### config.mk
export PLATFORM = sky130hd
export DESIGN_NAME = uart_tx_arbiter
export DESIGN_NICKNAME = d
export VERILOG_FILES = /design/src/rtl/uart_tx_arbiter.sv
export SDC_FILE = /design/constraint.sdc
export NUM_CORES = 1
export LEC_CHECK = 0
export BUFFER_PORTS_ARGS = -buffer_cell sky130_fd_sc_hd__buf_2
export CORE_AREA = 2 2 77 57
export CTS_CLUSTER_SIZE = 28
export DETAILED_ROUTE_END_ITERATION = 10
export DIE_AREA = 0 0 79 59
export PLACE_DENSITY = 0.77
export SYNTH_ARGS = -nofsm -noshare
export SYNTH_HDL_FRONTEND = slang
export SYNTH_SLANG_ARGS = --single-unit
export TNS_END_PERCENT = 30
### constraint.sdc
create_clock -name i_clk_sys -period 2.1 [get_ports i_clk_sys]
set_clock_uncertainty 0.05 [all_clocks]
set_input_delay 0.21 -clock i_clk_sys [delete_from_list [all_inputs] [get_ports i_clk_sys]]
set_output_delay 0.21 -clock i_clk_sys [all_outputs]
set_load 0.005 [all_outputs]
### src/rtl/uart_tx_arbiter.sv
// -----------------------------------------------------------------------------
// uart_tx_arbiter
//   Round-robin arbiter that shares one UART transmitter between N_REQ
//   byte-stream requesters. A grant covers a whole packet and is released on
//   the packet's last byte, on reaching MAX_PKT_LEN bytes, or when the owner
//   keeps valid low for IDLE_TIMEOUT cycles (abort). Every release is followed
//   by GAP_CLKS idle cycles on the shared line before the next arbitration.
//
// Ports
//   i_clk_sys    system clock
//   i_rst_n      asynchronous active-low reset
//   i_req_valid  per-requester byte valid
//   i_req_data   per-requester byte, requester k at [k*DATA_W +: DATA_W]
//   i_req_last   per-requester last-byte-of-packet marker
//   o_req_ready  per-requester byte accepted (only the granted lane)
//   o_tx_data    byte to the serializer
//   o_tx_valid   byte valid to the serializer
//   i_tx_ready   serializer can accept a byte
//   o_grant      one-hot current owner, 0 when none
//   o_busy       high whenever the arbiter is not idle
//   o_abort      one-cycle pulse when a grant is dropped by timeout
// -----------------------------------------------------------------------------
module uart_tx_arbiter #(
    parameter int N_REQ        = 4,
    parameter int DATA_W       = 8,
    parameter int MAX_PKT_LEN  = 16,
    parameter int IDLE_TIMEOUT = 1024,
    parameter int GAP_CLKS     = 4
) (
    input  logic                    i_clk_sys,
    input  logic                    i_rst_n,
    input  logic [N_REQ-1:0]        i_req_valid,
    input  logic [N_REQ*DATA_W-1:0] i_req_data,
    input  logic [N_REQ-1:0]        i_req_last,
    output logic [N_REQ-1:0]        o_req_ready,
    output logic [DATA_W-1:0]       o_tx_data,
    output logic                    o_tx_valid,
    input  logic                    i_tx_ready,
    output logic [N_REQ-1:0]        o_grant,
    output logic                    o_busy,
    output logic                    o_abort
);

    localparam int PTR_W = (N_REQ > 1)        ? $clog2(N_REQ)        : 1;
    localparam int CNT_W = (MAX_PKT_LEN > 1)  ? $clog2(MAX_PKT_LEN)  : 1;
    localparam int TO_W  = (IDLE_TIMEOUT > 1) ? $clog2(IDLE_TIMEOUT) : 1;
    localparam int GAP_W = (GAP_CLKS > 0)     ? $clog2(GAP_CLKS + 1) : 1;

    localparam logic [CNT_W-1:0] CNT_LAST = CNT_W'(MAX_PKT_LEN - 1);
    localparam logic [TO_W-1:0]  TO_LAST  = TO_W'(IDLE_TIMEOUT - 1);
    localparam logic [GAP_W-1:0] GAP_LAST = GAP_W'((GAP_CLKS > 0) ? GAP_CLKS - 1 : 0);
    localparam logic [PTR_W-1:0] PTR_MAX  = PTR_W'(N_REQ - 1);
    localparam logic [PTR_W:0]   N_EXT    = (PTR_W + 1)'(N_REQ);

    typedef enum logic [1:0] {
        S_IDLE = 2'd0,
        S_XFER = 2'd1,
        S_GAP  = 2'd2
    } state_e;

    state_e             state_q;
    logic [N_REQ-1:0]   grant_q;
    logic [PTR_W-1:0]   gidx_q;     // index of the current owner
    logic [PTR_W-1:0]   ptr_q;      // round-robin search start
    logic [CNT_W-1:0]   cnt_q;      // bytes accepted in this grant
    logic [TO_W-1:0]    to_q;       // consecutive owner-idle cycles
    logic [GAP_W-1:0]   gap_q;
    logic               busy_q;
    logic               abort_q;

    // Round-robin pick: first valid requester at or above ptr_q, wrapping.
    logic               pick_found;
    logic [PTR_W-1:0]   pick_idx;
    logic [PTR_W:0]     cand;

    // NOTE: every signal assigned in an always_comb gets a default first, so
    // no path leaves it unassigned and no latch is inferred.
    always_comb begin
        pick_found = 1'b0;
        pick_idx   = '0;
        cand       = '0;
        for (int i = 0; i < N_REQ; i++) begin
            cand = {1'b0, ptr_q} + (PTR_W + 1)'(i);
            if (cand >= N_EXT) begin
                cand = cand - N_EXT;
            end
            if (!pick_found && i_req_valid[cand[PTR_W-1:0]]) begin
                pick_found = 1'b1;
                pick_idx   = cand[PTR_W-1:0];
            end
        end
    end

    // One-hot lane mux driven by the registered grant.
    logic              sel_valid;
    logic              sel_last;
    logic [DATA_W-1:0] sel_data;

    always_comb begin
        sel_valid = 1'b0;
        sel_last  = 1'b0;
        sel_data  = '0;
        for (int k = 0; k < N_REQ; k++) begin
            if (grant_q[k]) begin
                sel_valid = i_req_valid[k];
                sel_last  = i_req_last[k];
                sel_data  = i_req_data[k*DATA_W +: DATA_W];
            end
        end
    end

    logic             handshake;
    logic             pkt_done;
    logic             time_out;
    logic [PTR_W-1:0] ptr_next;

    assign handshake = sel_valid & i_tx_ready;
    // A last byte landing on the length cap is a single ordinary release.
    assign pkt_done  = (state_q == S_XFER) & handshake & (sel_last | (cnt_q == CNT_LAST));
    // A valid cycle always resets the idle count, so valid wins over expiry.
    assign time_out  = (state_q == S_XFER) & ~sel_valid & (to_q == TO_LAST);
    assign ptr_next  = (gidx_q == PTR_MAX) ? '0 : gidx_q + 1'b1;

    // NOTE: sequential state uses non-blocking assignments so every register
    // samples the pre-edge values, independent of statement order.
    always_ff @(posedge i_clk_sys or negedge i_rst_n) begin
        if (!i_rst_n) begin
            state_q <= S_IDLE;
            grant_q <= '0;
            gidx_q  <= '0;
            ptr_q   <= '0;
            cnt_q   <= '0;
            to_q    <= '0;
            gap_q   <= '0;
            busy_q  <= 1'b0;
            abort_q <= 1'b0;
        end else begin
            abort_q <= 1'b0;
            case (state_q)
                S_IDLE: begin
                    if (pick_found) begin
                        grant_q <= N_REQ'(1) << pick_idx;
                        gidx_q  <= pick_idx;
                        cnt_q   <= '0;
                        to_q    <= '0;
                        busy_q  <= 1'b1;
                        state_q <= S_XFER;
                    end
                end
                S_XFER: begin
                    if (pkt_done || time_out) begin
                        grant_q <= '0;
                        ptr_q   <= ptr_next;
                        cnt_q   <= '0;
                        to_q    <= '0;
                        gap_q   <= '0;
                        abort_q <= time_out;
                        if (GAP_CLKS == 0) begin
                            busy_q  <= 1'b0;
                            state_q <= S_IDLE;
                        end else begin
                            state_q <= S_GAP;
                        end
                    end else begin
                        if (handshake) begin
                            cnt_q <= cnt_q + 1'b1;
                        end
                        // Back-pressure with valid high is not idleness.
                        to_q <= sel_valid ? '0 : to_q + 1'b1;
                    end
                end
                S_GAP: begin
                    if (gap_q == GAP_LAST) begin
                        busy_q  <= 1'b0;
                        state_q <= S_IDLE;
                    end else begin
                        gap_q <= gap_q + 1'b1;
                    end
                end
                default: begin
                    grant_q <= '0;
                    busy_q  <= 1'b0;
                    state_q <= S_IDLE;
                end
            endcase
        end
    end

    assign o_grant     = grant_q;
    assign o_busy      = busy_q;
    assign o_abort     = abort_q;
    assign o_tx_valid  = sel_valid;
    assign o_tx_data   = sel_data;
    assign o_req_ready = grant_q & {N_REQ{i_tx_ready}};

endmodule

==> results of run 1 <==
registers in the layout (all words and copies together), names as in the netlist:
name and cells:
gidx_q 2, gap_q 3, ptr_q 2, o_grant 4, o_busy 1, state_q 2
o_abort 1, to_q 10, cnt_q 4
worst reg2reg max path, cell delays in order (launching register included):
cell,delay (ns)
dfrtp_1,0.44
a211oi_2,0.36
a211oi_2,0.15
nor3_2,0.41
a21o_4,0.19
mux2_4,0.30
per-layer routing:
metal	vias to the layer above	global-route usage (%)	part of all wire, %
li1	916	-	-
met1	853	31.3	49
met2	30	32.2	48
met3	2	5.49	3.3
met4	0	5.67	0.19
met5	-	0	0
cells in the mapped netlist (2+ instances only):
| master | number | area (um2) |
|---|---|---|
| nor3_2 | 2 | 20.0 |
| nand3_1 | 5 | 25.0 |
| nor3b_1 | 2 | 15.0 |
| mux2_4 | 2 | 30.0 |
| a22o_1 | 4 | 35.0 |
| or2_2 | 2 | 12.5 |
| a21oi_1 | 13 | 65.1 |
| mux2_2 | 3 | 33.8 |
| o21ai_0 | 13 | 65.1 |
| ha_1 | 5 | 62.6 |
| clkbuf_1 | 6 | 22.5 |
| dfrtp_1 | 29 | 726 |
| nand4_1 | 3 | 18.8 |
| xnor2_1 | 3 | 26.3 |
| a211oi_2 | 2 | 25.0 |
| xor2_1 | 5 | 43.8 |
| and4_1 | 4 | 35.0 |
| nor3_1 | 5 | 25.0 |
| a22oi_1 | 8 | 60.1 |
| inv_1 | 6 | 22.5 |
| buf_2 | 2 | 10.0 |
| o2bb2ai_1 | 3 | 26.3 |
| and3_1 | 2 | 12.5 |
| and2_1 | 5 | 31.3 |
| nand2b_1 | 4 | 25.0 |
| nor2_1 | 26 | 97.6 |
| nand3b_1 | 2 | 15.0 |
| nand2_1 | 22 | 82.6 |
| o31ai_1 | 2 | 15.0 |
worst paths after layout:
path / depth (start not counted) / end / slack, ns
max in group asynchronous: 2 / to_q[7] / 1.14
max reg2reg: 5 / ptr_q[1] / 0.09
min in group i_clk_sys: 2 / o_busy / 0.46
max: 5 / ptr_q[1] / 0.09
min reg2reg: 2 / o_busy / 0.46
min: 2 / gidx_q[0] / 0.43
per-stage QoR:
stage / setup WS (ns) / total power [mW] / setup TNS [ns]
3_5_place_dp: 0.123 / 2.53 / 0
5_1_grt: -0.00413 / 3.42 / -0.00572
6_report: 0.0925 / 3.15 / 0
2_1_floorplan: 0.140 / 1.95 / 0
3_3_place_gp: 0.197 / 2.50 / 0
4_1_cts: 0.0957 / 3.15 / 0
where the power goes:
group | switching (mW) | internal, mW | total (mW)
Clock | 0.221 | 0.385 | 0.606
Combinational | 0.875 | 0.788 | 1.66
Sequential | 0.167 | 0.717 | 0.885
cell families after synthesis:
family                     count (synthesis)
DFF                                       29
xor gates and xnor gates                   8
and+or+nand+nor                           90
buffers and inverters                     16
adders and majority gates                  5
muxes                                      6
AOI/OAI and AO/OA                         59
final cells by class:
type	count	share of cell area [%]
inverters	6	0.916
clock buffers	6	3.36
well taps	52	2.65
flip-flops and latches	29	29.5
multi-input cells	168	45.9
clock inverters	2	1.53
repair buffers	73	16.2
repair_timing:
item / 4_1_cts / 5_1_grt
buffers inserted: 0 / 0
endpoints found under the hold margin: 29 / 0
resized for setup: 0 / 2
endpoints found under the setup margin: 0 / 9
hold buffers: 1 / 0
==> results.md, run 1 <==
- Run status: finished, final reports clean
- CP Launch Point: o_grant[3]
- Pre-antenna DRT Iters: 4
- Post-Syn Nets: 261
- Compound-Gate Fraction of Synth Area: 23.4%
- Async SR Flop Fraction: 100%
- FF+latch count, synth: 29
- Distinct cell type count after synthesis: 52
- Number of DRC markers in iteration 0: 75
- Total Wirelength: 4670 um
- Final-report hold violation count: 0
- CP endpoint kind: flip-flop
- Min Clock Period, post-route: 2.01 ns
- CP Data Required Time: 2.22 ns
- Sequential Area: a little over 700 um2
- Die outline height: a little under 60 um
- Initial cell density of the core: 49.6%
- WL/cell: roughly 14 um
- Total CTS buffers: 5
- Relative slew slack: 57.5%
- Synth Flop Type: dfrtp_1
- Number of synthesized flops with an enable pin: 0
- Fillers: around 340
- Unrepaired setup endpoints after global routing: yes
- Worst Max-Slew Pin Slew: 0.637 ns
- Simple-gate portion of the synthesized area: roughly 24%
- Fin. max-slew vios: 0
- CTS H-tree lvls: 2
- I/O pin cnt: 62
- Crit Path Max Fanout: 6
- Final setup viols: 0
- Dpl cells: 327
- CP bufs+invs: 0
- Hold Path Class: in2async
- Post-route cell area: 2460 um2
- Final ANT Viol Nets: 0
- Avg Cell Area, Syn: 8.96 um2
- Root Driver: clkbuf_8
- Commonest non-fill, non-tap cell in the layout: buf_2
- Mux contribution to synthesized area: 3.87%
- Largest net degree at the start of global routing: 30
- Worst EP arrival: 2.13 ns
- Vias in the first global route: 1647
- Reg clk slew, reported paths: 0.07 ns
- Post-Place Cell Area: ~2300 um2
- Slowest CP cell: dfrtp_1
- Multi-input gate area: 1130 um2
- Max-Cap Viols: 0
- # diodes: 0
- P&R area growth vs syn: 28.8%
- Antenna violations before repair: 0
- CP cell instances: a211oi_2 > a211oi_2 > nor3_2 > a21o_4 > mux2_4
- Core area: 3850 um2
- Most frequent CP cell: a211oi_2
- Post-synthesis adder-cell area fraction: 3.28%
- CP max stage delay: 0.44 ns
- Pwr Density: 1280 nW/um2
- CTS Sinks: 29
- Die width: 79 um
- Row cnt: 19
- DR vias: between 1500 and 2000
- Largest family of logic cells by synthesized area: simple AND/OR/NAND/NOR gates
- Final period util: 95.6%
- Reg2reg start: o_grant[3]
- Residual DRC: 0
- Worst hold margin: 0.432 ns
- Share of layout cells above drive strength 1: 34.5%
- Die area: 4660 um2
- Drt via density: 5.36
- Non-Filler Instances: 336
- Seq/Total Area, Yosys: 38.0%
- Crit Path Category: reg2reg
- Cells after synthesis: 213
- Fin nets: 331
- Max IR drop VDD: approximately 0.56 mV
- Port Buffers: 61
- Global-route wire length before repair: a little under 8000 um
- GPL Wtd Cong: 0.774
- Skew-Pair Late Insertion Delay: around 0.28 ns
- Core Util, Final: 63.8%
- Delay-heaviest family, CP: compound AO/OA/AOI/OAI gates
- Clk buf depth: 2
- Area share of xor/xnor cells in the synthesized design: ~3.7%
- Critical path startpoint category: flip-flop
- Synthesized area: 1910 um2
- P_leak: roughly 1.2 nW
- Post-DP HPWL: 3580 um
- Most frequent cells in the layout: buf_2 (61), dfrtp_1 (29), nor2_1 (25)
- CTS tree: yes
- GR Overflow Total: 0
- All-Layer GR Usage: 21.5%
- Synth warn: 0
- Fmax: around 0.5 GHz
Note: power is estimated with default switching activity, not from simulation.
==> run 2: changes to the inputs <==
- REMOVE_ABC_BUFFERS: not set -> 1
==> run 2 against run 1 <==
Compared with the run above: power is 3.8% lower; clock power is 22% lower; highest routed layer unchanged; first-iteration DRC count is 13% higher; critical endpoint is now ptr_q[0]; critical path type unchanged; routed wire length is 1.2% higher; critical path depth stayed put.
==> results.md, run 2 (synthesized netlist as in run 1, its figures left out) <==
- Core area: 3850 um2 (unchanged)
- Reg with most FFs: to_q
- Drt via density: 5.36 (about the same)
- Non-Filler Instances: 335 (-0.30%)
- Slowest CP cell: dfrtp_1
- P_leak: 1.17 nW (-1.2%)
- Clk buf depth: 2 (unchanged)
- Largest register FFs: 10 (unchanged)
- P&R area growth vs syn: 27.3%
- Worst hold margin: 0.428 ns (-0.00428 ns)
- Max-Cap Viols: 0 (unchanged)
- CP Data Required Time: 2.22 ns (about the same)
- Number of DRC markers in iteration 0: 85 (+13%)
- Met2 wire length: 2180 um (-2.5%)
- Hold Path Class: in2async
- CP cell instances: nand3b_1 > a2111oi_4 > a21boi_4 > a21o_4 > mux2_4
- Fmax: 0.507 GHz (+1.8%)
- Largest net degree at the start of global routing: 30 (unchanged)
- Die outline height: 59 um (unchanged)
- CTS H-tree lvls: 2 (unchanged)
- Residual DRC: 0 (unchanged)
- Worst EP arrival: 2.09 ns (-0.04 ns)
- Global-route wire length before repair: 7530 um (-3.1%)
- Post-DP HPWL: 3600 um (+0.39%)
- Dpl cells: 327 (unchanged)
- CP max stage delay: 0.41 ns (-0.03 ns)
- GPL Wtd Cong: 0.812 (+4.9%)
- Run status: finished, final reports clean
- Unrepaired setup endpoints after global routing: no
- Final ANT Viol Nets: 0 (unchanged)
- Critical path startpoint category: flip-flop
- Final period util: 93.9% (-1.7 points)
- Fin. max-slew vios: 0 (unchanged)
- Total CTS buffers: 5 (unchanged)
- Skew-Pair Late Insertion Delay: 0.29 ns (about the same)
- Worst Max-Slew Pin Slew: 0.639 ns (+0.00166 ns)
- Root Driver: clkbuf_8
- Reg clk slew, reported paths: 0.06 ns (about the same)
- Most frequent cells in the layout: buf_2 (61), dfrtp_1 (29), nor2_1 (25)
- Antenna violations before repair: 0 (unchanged)
- Max Used Layer: met4
- Pwr Density: 1250 nW/um2 (-2.7%)
- Core Util, Final: 63.1% (-0.71 points)
- Final setup viols: 0 (unchanged)
- Crit Path Category: reg2reg
- Worst r2r path cells: 5 (unchanged)
- CTS tree: yes
- Met3 routed WL: 248 um (+61%)
- Row cnt: 19 (unchanged)
- Share of layout cells above drive strength 1: 33.9% (-0.58 points)
- Die area: 4660 um2 (unchanged)
- Max IR drop VDD: 0.756 mV (+35%)
- Crit Path Max Fanout: 6 (unchanged)
- DR vias: 1797 (-0.22%)
- Commonest non-fill, non-tap cell in the layout: buf_2
- WL/cell: 14.1 um (+1.5%)
- Initial cell density of the core: 49.6% (unchanged)
- Fin nets: 331 (unchanged)
- # diodes: 0 (unchanged)
- Setup TNS after final layout: 0 ns (unchanged)
- Pre-antenna DRT Iters: 4 (unchanged)
- I/O pin cnt: 62 (unchanged)
- All-Layer GR Usage: 21.1% (-0.38 points)
- Total Wirelength: 4720 um (+1.2%)
- Vias in the first global route: 1601 (-2.8%)
- Routed length on met1: 2230 um (-2.0%)
- Final-report hold violation count: 0 (unchanged)
- GR Overflow Total: 0 (unchanged)
- Min Clock Period, post-route: 1.97 ns (-0.0357 ns)
- CP endpoint kind: flip-flop
- Relative slew slack: 57.4% (-0.11 points)
- CTS Sinks: 29 (unchanged)
- Die width: 79 um (unchanged)
- Port Buffers: 61 (unchanged)
run 2: repair_timing:
item	in CTS	in global routing
setup endpoints to repair	0	11
resized for setup	0	3
hold endpoints to repair	29	0
hold buffers	1	0
setup buffers	0	0
run 2: critical path, delay by kind of cell (launching register included):
kind	cells	cell delay [ns]
flops	1	0.41
compound gates	3	0.84
simple gates	1	0.26
mux	1	0.30
run 2: worst paths after layout:
check,start,slack [ns],end
max,o_grant[1],0.13,ptr_q[0]
min,i_rst_n,0.43,to_q[3]
max reg2reg,o_grant[1],0.13,ptr_q[0]
min reg2reg,gidx_q[1],0.46,gidx_q[1]
max in group asynchronous,i_rst_n,1.15,o_busy
min in group i_clk_sys,i_req_valid[1],0.44,o_grant[2]
run 2: power by group:
group	total [mW]	switching [mW]	internal [mW]
registers	0.889	0.172	0.718
logic	1.68	0.887	0.788
clock network	0.470	0.210	0.259
total	3.03	1.27	1.77
run 2: layout make-up:
class,count,area [um2]
Tap cell,52,65.1
Sequential cell,29,726
Fill cell,324,1420
Clock buffer,7,86.3
Timing Repair Buffer,73,398
Multi-Input combinational cell,168,1130
Inverter,6,22.5
run 2: routing by layer:
layer  track usage [%]  up-vias
met5                 0        -
met4              6.65        0
met3              5.34        6
met2              31.0       38
met1              30.9      833
li1                  -      920
run 2: per-stage QoR:
stage / cell area, um2 / power (mW) / setup slack [ns]
6_report: 2430 / 3.03 / 0.128
5_1_grt: 2430 / 3.29 / 0.0311
4_1_cts: 2420 / 3.01 / 0.115
3_5_place_dp: 2320 / 2.53 / 0.141
3_3_place_gp: 2320 / 2.50 / 0.204
2_1_floorplan: 1870 / 1.90 / -0.0330
==> run 3: changes to the inputs <==
- CAP_MARGIN: not set -> 20
- CORE_AREA: 2 2 77 57 -> 2 2 62 70
- DIE_AREA: 0 0 79 59 -> 0 0 64 72
- GPL_ROUTABILITY_DRIVEN: not set -> 0
==> run 3 against run 2 <==
Compared with the run above: setup slack got worse by 0.082 ns; clock-buffer cell count did not move; sequential share of layout area decreased by 0.12 points.
==> results.md, run 3 (synthesized netlist as in run 1, its figures left out) <==
- Critical path startpoint category: flip-flop
- Final ANT Viol Nets: 0 (unchanged)
- Port Buffers: 61 (unchanged)
- DR vias: 1852 (+3.1%)
- P_leak: 1.19 nW (+1.2%)
- All-Layer GR Usage: 21.4% (+0.26 points)
- Pwr Density: 1240 nW/um2 (-0.43%)
- Die area: 4610 um2 (-1.1%)
- Post-CTS Setup Repair Bufs: 0 (unchanged)
- Reg clk slew, reported paths: 0.06 ns (about the same)
- Drt via density: 5.50 (+2.4%)
- CTS H-tree lvls: 2 (unchanged)
- Final period util: 97.8% (+3.9 points)
- CP max stage delay: 0.43 ns (+0.02 ns)
- Core area: 3870 um2 (+0.59%)
- Largest register FFs: 10 (unchanged)
- Global-route wire length before repair: 7850 um (+4.1%)
- Min Clock Period, post-route: 2.05 ns (+0.0825 ns)
- P&R area growth vs syn: 27.9%
- CP cell instances: buf_6 > buf_4 > nor2b_1 > buf_4 > a22oi_1 > nor2_1 > a21oi_1 > o21ai_1 > buf_2
- Fillers: 322 (-0.62%)
- Fmax: 0.487 GHz (-4.0%)
- Most frequent cells in the layout: buf_2 (61), dfrtp_1 (29), nor2_1 (26)
- WL/cell: 13.9 um (-1.3%)
- Total power: 3.03 mW (about the same)
- Reg with most FFs: to_q
- Run status: finished, final reports clean
- Post-Place Cell Area: 2340 um2 (+0.65%)
- CP Data Required Time: 1.84 ns (-0.38 ns)
- Slowest CP cell: dfrtp_1
- Setup ws final: 0.0457 ns (-0.0825 ns)
- Worst EP arrival: 1.79 ns (-0.30 ns)
- GR Overflow Total: 0 (unchanged)
- Clk buf depth: 2 (unchanged)
- Max IR drop VDD: 0.783 mV (+3.5%)
- CP endpoint kind: output pin
- CTS tree: yes
- Total Wirelength: 4690 um (-0.70%)
- Post-DP HPWL: 3490 um (-3.0%)
- Antenna violations before repair: 0 (unchanged)
- Fin nets: 333 (+0.60%)
- Post-route cell area: 2440 um2 (+0.41%)
- Final-report hold violation count: 0 (unchanged)
- Setup TNS after final layout: 0 ns (unchanged)
- Hold Path Class: in2async
- Relative slew slack: 58.2% (+0.80 points)
- Max-Cap Viols: 0 (unchanged)
- Skew-Pair Late Insertion Delay: 0.27 ns (-0.02 ns)
- Fin. max-slew vios: 0 (unchanged)
- Root Driver: clkbuf_8
- # diodes: 0 (unchanged)
- Most frequent CP cell: buf_4
- Unrepaired setup endpoints after global routing: yes
- Largest net degree at the start of global routing: 30 (unchanged)
- Die outline height: 72 um (+22%)
- Row cnt: 24 (+5)
- Vias in the first global route: 1782 (+11%)
- Final setup viols: 0 (unchanged)
- Total CTS buffers: 5 (unchanged)
- Share of layout cells above drive strength 1: 34.0% (+0.11 points)
- Setup WS pre-CTS: 0.113 ns (-0.0275 ns)
- Commonest non-fill, non-tap cell in the layout: buf_2
- Crit Path Max Fanout: 8 (+2)
- Residual DRC: 0 (unchanged)
- Worst Max-Slew Pin Slew: 0.627 ns (-0.0120 ns)
- Number of DRC markers in iteration 0: 73 (-14%)
- Die width: 64 um (-19%)
- CTS Sinks: 29 (unchanged)
- Initial cell density of the core: 49.3% (-0.29 points)
- Crit Path Category: reg2out
- Core Util, Final: 63.0% (-0.11 points)
- I/O pin cnt: 62 (unchanged)
- Pre-antenna DRT Iters: 4 (unchanged)
==> run 3: changes by cell type in the layout (fill, tap and decap cells not counted), sizes merged <==
cell,change
buf,+2
==> run 3: power by group <==
| group | leakage (nW) | internal (mW) | switching, mW |
|---|---|---|---|
| clock network | 0.0443 | 0.259 | 0.190 |
| logic | 0.760 | 0.809 | 0.881 |
| registers | 0.381 | 0.718 | 0.178 |
| total | 1.19 | 1.79 | 1.25 |
==> run 3: metal layers <==
metal  global-route usage (%)  wire length (um)
met3                     4.65               381
met5                        0                 0
met1                     25.5              1980
met4                     6.04                46
met2                     38.8              2280
==> run 3: final timing paths <==
| kind | from | end | slack (ns) | cells past startpoint |
|---|---|---|---|---|
| min in group i_clk_sys | i_req_valid[1] | o_grant[2] | 0.47 | 4 |
| hold / removal | i_rst_n | to_q[5] | 0.44 | 2 |
| setup / recovery | o_grant[1] | o_tx_data[7] | 0.05 | 9 |
| setup reg to reg | o_grant[3] | ptr_q[1] | 0.09 | 5 |
| max in group asynchronous | i_rst_n | cnt_q[3] | 1.15 | 2 |
| hold reg to reg | o_busy | o_busy | 0.48 | 2 |
==> run 3: area by class of cell <==
type / count / area, um2 / area share [%]
multi-input combinational: 168 / 1120 / 46.1
sequential: 29 / 726 / 29.7
timing repair buffer: 75 / 417 / 17.1
clock buffer: 7 / 86.3 / 3.54
tap: 52 / 65.1 / 2.67
inverter: 6 / 22.5 / 0.923
==> run 3: metrics by stage <==
step / hold slack, ns / instances
after global routing: 0.510 / 337
final: 0.441 / 337
after global placement: 0.214 / 329
after detailed placement: 0.220 / 329
after CTS: 0.461 / 337
after floorplan: -0.136 / 203
==> run 3: what timing repair did <==
item,4_1_cts,5_1_grt
hold endpoints to repair,29,0
endpoints found under the setup margin,1,21
gates resized for setup,1,5
gates cloned,0,0
hold buffers,1,0
==> run 3: worst max-delay path: cells and delay by family (launching register included) <==
kind | cells | cell delay, ns
flops | 1 | 0.43
simple gates | 2 | 0.18
buf+inv | 4 | 0.60
compound gates | 3 | 0.28
